**src/rtl/shift_seq_pkg.sv**
```systemverilog
// Shared encodings for the shift-register sequencer: command ops, register sel codes, FSM states.
package shift_seq_pkg;

  localparam logic [1:0] OP_SHL = 2'b00;
  localparam logic [1:0] OP_SHR = 2'b01;
  localparam logic [1:0] OP_SAR = 2'b10;
  localparam logic [1:0] OP_ROR = 2'b11;

  localparam logic [1:0] SEL_HOLD  = 2'b00;
  localparam logic [1:0] SEL_LEFT  = 2'b01;
  localparam logic [1:0] SEL_RIGHT = 2'b10;
  localparam logic [1:0] SEL_LOAD  = 2'b11;

  typedef enum logic [1:0] {
    ST_IDLE  = 2'b00,
    ST_LOAD  = 2'b01,
    ST_SHIFT = 2'b10,
    ST_DONE  = 2'b11
  } state_t;

endpackage

```
**src/rtl/shift_seq_ctrl.sv**
```systemverilog
// Sequencer for an external universal shift register: one load cycle, then N shift cycles.
// Optional macro SHIFT_SEQ_ROTATE_EN enables op 11 as rotate-right; otherwise op 11 acts as SHR logical.
module shift_seq_ctrl
  import shift_seq_pkg::*;
#(
  parameter int WIDTH = 8,
  parameter int AMT_W = 4  // 2**AMT_W must exceed WIDTH
) (
  input  logic             clk,
  input  logic             sync_reset,
  input  logic             cmd_valid,
  output logic             cmd_ready,
  input  logic [1:0]       cmd_op,
  input  logic [AMT_W-1:0] cmd_amt,
  input  logic [WIDTH-1:0] cmd_data,
  input  logic             cmd_fill,
  output logic             rsp_valid,
  input  logic             rsp_ready,
  output logic [WIDTH-1:0] rsp_data,
  output logic [1:0]       sr_sel,
  output logic [WIDTH-1:0] sr_in,
  output logic             sr_rightshift,
  output logic             sr_leftshift,
  input  logic [WIDTH-1:0] sr_out,
  output logic [1:0]       dbg_state
);

  localparam logic [AMT_W-1:0] AMT_MAX = AMT_W'(WIDTH);
  localparam logic [AMT_W-1:0] AMT_ONE = AMT_W'(1);

  // Handshakes: a transfer happens on a rising edge where valid and ready are both 1.
  // cmd_valid/cmd_* and rsp_valid/rsp_data stay stable until their transfer completes.

  state_t           state;
  logic [1:0]       op_q;
  logic [WIDTH-1:0] data_q;
  logic             fill_q;
  logic [AMT_W-1:0] cnt;
  logic [1:0]       op_dec;

`ifdef SHIFT_SEQ_ROTATE_EN
  assign op_dec = cmd_op;
`else
  assign op_dec = (cmd_op == OP_ROR) ? OP_SHR : cmd_op;
`endif

  always_ff @(posedge clk) begin
    if (sync_reset) begin
      state  <= ST_IDLE;
      op_q   <= '0;
      data_q <= '0;
      fill_q <= 1'b0;
      cnt    <= '0;
    end else begin
      unique case (state)
        ST_IDLE: begin
          if (cmd_valid) begin
            op_q   <= op_dec;
            data_q <= cmd_data;
            fill_q <= cmd_fill;
            cnt    <= (cmd_amt > AMT_MAX) ? AMT_MAX : cmd_amt;
            state  <= ST_LOAD;
          end
        end
        ST_LOAD: state <= (cnt == '0) ? ST_DONE : ST_SHIFT;
        ST_SHIFT: begin
          cnt <= cnt - AMT_ONE;
          if (cnt == AMT_ONE) state <= ST_DONE;
        end
        ST_DONE: if (rsp_ready) state <= ST_IDLE;
        default: state <= ST_IDLE;
      endcase
    end
  end

  always_comb begin
    sr_sel        = SEL_HOLD;
    sr_in         = '0;
    sr_rightshift = 1'b0;
    sr_leftshift  = 1'b0;
    unique case (state)
      ST_LOAD: begin
        sr_sel = SEL_LOAD;
        sr_in  = data_q;
      end
      ST_SHIFT: begin
        if (op_q == OP_SHL) begin
          sr_sel       = SEL_LEFT;
          sr_leftshift = fill_q;
        end else begin
          sr_sel = SEL_RIGHT;
          case (op_q)
            OP_SAR:  sr_rightshift = sr_out[WIDTH-1];
`ifdef SHIFT_SEQ_ROTATE_EN
            OP_ROR:  sr_rightshift = sr_out[0];
`endif
            default: sr_rightshift = fill_q;
          endcase
        end
      end
      default: ;
    endcase
  end

  assign cmd_ready = (state == ST_IDLE) && !sync_reset;
  assign rsp_valid = (state == ST_DONE);
  assign rsp_data  = rsp_valid ? sr_out : '0;
  assign dbg_state = state;

endmodule

```
**config.mk**
```make
export PLATFORM = sky130hd
export DESIGN_NAME = shift_seq_ctrl
export DESIGN_NICKNAME = d
export VERILOG_FILES = /design/src/rtl/shift_seq_pkg.sv /design/src/rtl/shift_seq_ctrl.sv
export SDC_FILE = /design/constraint.sdc
export NUM_CORES = 1
export LEC_CHECK = 0
export CORE_ASPECT_RATIO = 0.9
export CORE_UTILIZATION = 35
export CTS_CLUSTER_SIZE = 20
export DETAILED_ROUTE_END_ITERATION = 7
export PLACE_DENSITY = 0.79
export SETUP_SLACK_MARGIN = 0.02
export SLEW_MARGIN = 25
export SYNTH_ARGS = -nofsm -noshare
export SYNTH_HDL_FRONTEND = slang
export SYNTH_SLANG_ARGS = --single-unit
```
**constraint.sdc**
```tcl
create_clock -name clk -period 2.8 [get_ports clk]
set_input_delay 0.7 -clock clk [delete_from_list [all_inputs] [get_ports clk]]
set_output_delay 0.7 -clock clk [all_outputs]
set_load 0.01 [all_outputs]
```
==> flow_summary.toml <==
[outcome]
status = "finished, final reports clean"

[detailed_routing]
drt-total-wl_mm = 2.72
dr.pass1.iters = 4
post_drt_wl_per_cell_um = 12.3
route.vias.total = 1084
drtIter0Drc = 20
via_per_inst = 4.88
antenna_left = 0
drc = 0

[global_route]
grt_use_met3 = 0.0553
gr-total-overflow = 0
grt_util_met2 = 0.354
gr-usage-all-layers = 0.185
grt.met1_usage = 0.190
grt_pass1_wl_mm = 4.43
grt_pass1_vias = 1081
grt_busiest_layer = "met2"
grt_max_degree = 21
antenna_found_initial = 0

[synth]
syn_avg_cell_area_sq_um = 7.87
synth_nets = 167
syn-cell-area_sq_um = 1040
yosysUniqueCellTypes = 31
synth_edf_count = 0
yosys_warnings = 0
synthFlopType = "dfxtp_1"
ys_async_sr_fraction = 0
synthCells = 132
synth_seq_cells = 17
yosysSeqAreaShare = 0.328

[critical_path]
crit_path_start = "sr_out[7]"
crit_path_end_kind = "output port"
required_ns = 2.10
critPathArrivalTime_ns = 1.95
crit_fanout = 2
ff2ff_setup_slack_ns = 1.11
critPathKind = "input port to output port"
start_kind = "input port"
rr_endpoint = "dbg_state[0]$_SDFFE_PP0P_"
crit_end = "sr_rightshift"
reg2reg_depth = 5
r2r-start = "cnt[1]$_SDFFE_PP0P_"

[clocking]
h-tree-depth = 1
cts_root_buffer = "clkbuf_4"
cts.clk_slew.worst_paths_ns = 0.11
cts-buffers-inserted = 3
cts_tree = "done"
clock_latency_ns = 0.29
clock_sinks = 17
cts_setup_buffers = 0
ctsHoldBuffers = 0
clockBufferDepth = 2

[timing]
fmax_mhz = 378
rsz0062_at_grt = "no"
worst_pin_slew_ns = 0.443
skew_ns = 0.00292
fin_crit_sh = 0.945
hold_ws_ns = 0.456
maxSlewHeadroom = 0.696
finalSetupViolCount = 0
hold_violations = 0
drv_slew = 0
fin_crit_ns = 2.65
setup-tns-final_ns = 0

[die]
rows = 18
design.die.area_sq_um = 3190
die_h_um = 53.7
coreArea_sq_um = 2770
die_x_um = 59.4
initial_core_util = 0.375
io_pins = 51

[min_path]
hp-class = "flip-flop to flip-flop"

[finish]
fin_nets = 218
n_antenna_cell = 0
n_fill_cell = 255
drive_gt1_frac = 0.0604
final_area_sq_um = 1610
multi_input_area_sq_um = 658
final_cell_mix = "clkdlybuf4s50_1 (50), nand2_1 (24), and2_1 (18)"
postLayoutCoreUtil = 0.583
fin_cells = 222
final_common_cell = "clkdlybuf4s50_1"
syn_to_final_growth_pct = 55.4
ff_latch_area_sq_um = 340

[power]
p_leak_uw = 0.000620
cellPowerDensity_nw_per_um2 = 693
vdd_drop_max_mv = 0.316

[placement]
placed_cells_incl_taps = 218
hpwl_mm = 2.12
postPlaceCellArea_sq_um = 1580
port_buffers = 50
gp_congestion = 0.862

[job]
max_cap_viol_count = 0
==> per-stage QoR <==
stage / power, uW / setup slack (ns)
after CTS: 1120 / 0.143
after global routing: 1210 / 0.0606
after global placement: 967 / 0.150
after floorplan: 745 / 0.746
final: 1120 / 0.153
after detailed placement: 984 / 0.147
==> where the power goes <==
group / internal, uW / leakage, uW / total, uW / switching, uW
registers: 302 / 0.000139 / 354 / 52.8
clock network: 53.1 / 0.0000177 / 135 / 82.1
logic: 319 / 0.000462 / 628 / 309
total: 674 / 0.000620 / 1120 / 444
==> Yosys cell counts, types with 2 or more instances <==
library cell | count | area, sq um
nand3b_1 | 2 | 15.0
a21oi_1 | 15 | 75.1
nor2b_1 | 6 | 37.5
o21a_1 | 3 | 22.5
mux2i_1 | 2 | 20.0
nand2b_1 | 4 | 25.0
nand2_1 | 24 | 90.1
clkbuf_1 | 6 | 22.5
dfxtp_1 | 17 | 340
inv_1 | 6 | 22.5
ha_1 | 8 | 100
o21ai_0 | 2 | 10.0
nand3_1 | 2 | 10.0
and2_1 | 18 | 113
==> worst max-delay path, stage by stage <==
cell	delay, ns
clkdlybuf4s50_1	0.48
nand3b_1	0.08
a21oi_1	0.14
clkdlybuf4s50_1	0.55
==> sequential cells by signal, summed over array words and instances, names as in the netlist <==
signal     flops
data_q         8
cnt            4
dbg_state      2
op_q           2
fill_q         1
==> layout make-up <==
cell class                      count  share of cell area
Multi-Input combinational cell    103               0.408
Timing Repair Buffer               52               0.319
Sequential cell                    17               0.211
Tap cell                           40              0.0310
Clock buffer                        3              0.0140
Inverter                            6              0.0140
Clock inverter                      1             0.00310
==> kinds of logic after synthesis <==
family	after synthesis	synth area share
adders and majority gates	8	0.0964
muxes	3	0.0301
buffers and inverters	12	0.0434
and+or+nand+nor	64	0.339
DFF	17	0.328
AOI/OAI and AO/OA	28	0.164
==> worst min path at each step <==
stage / start / endpoint / depth (start not counted)
2_1_floorplan: data_q[0]$_SDFFE_PP0P_ / data_q[0]$_SDFFE_PP0P_ / 2
3_5_place_dp: data_q[2]$_SDFFE_PP0P_ / data_q[2]$_SDFFE_PP0P_ / 2
5_1_grt: data_q[2]$_SDFFE_PP0P_ / data_q[2]$_SDFFE_PP0P_ / 2
6_report: data_q[2]$_SDFFE_PP0P_ / data_q[2]$_SDFFE_PP0P_ / 2
3_3_place_gp: data_q[7]$_SDFFE_PP0P_ / data_q[7]$_SDFFE_PP0P_ / 2
4_1_cts: data_q[2]$_SDFFE_PP0P_ / data_q[2]$_SDFFE_PP0P_ / 2
==> layer usage <==
layer	share of wire	up-vias
li1	-	543
met1	0.41	488
met2	0.49	49
met3	0.082	4
met4	0.011	0
met5	0	-
==> timing repair <==
action / CTS / global route
resized for setup: 0 / 1
endpoints found under the setup margin: 0 / 2
endpoints found under the hold margin: 0 / 0
No activity file was read; power rests on OpenSTA's default activity.
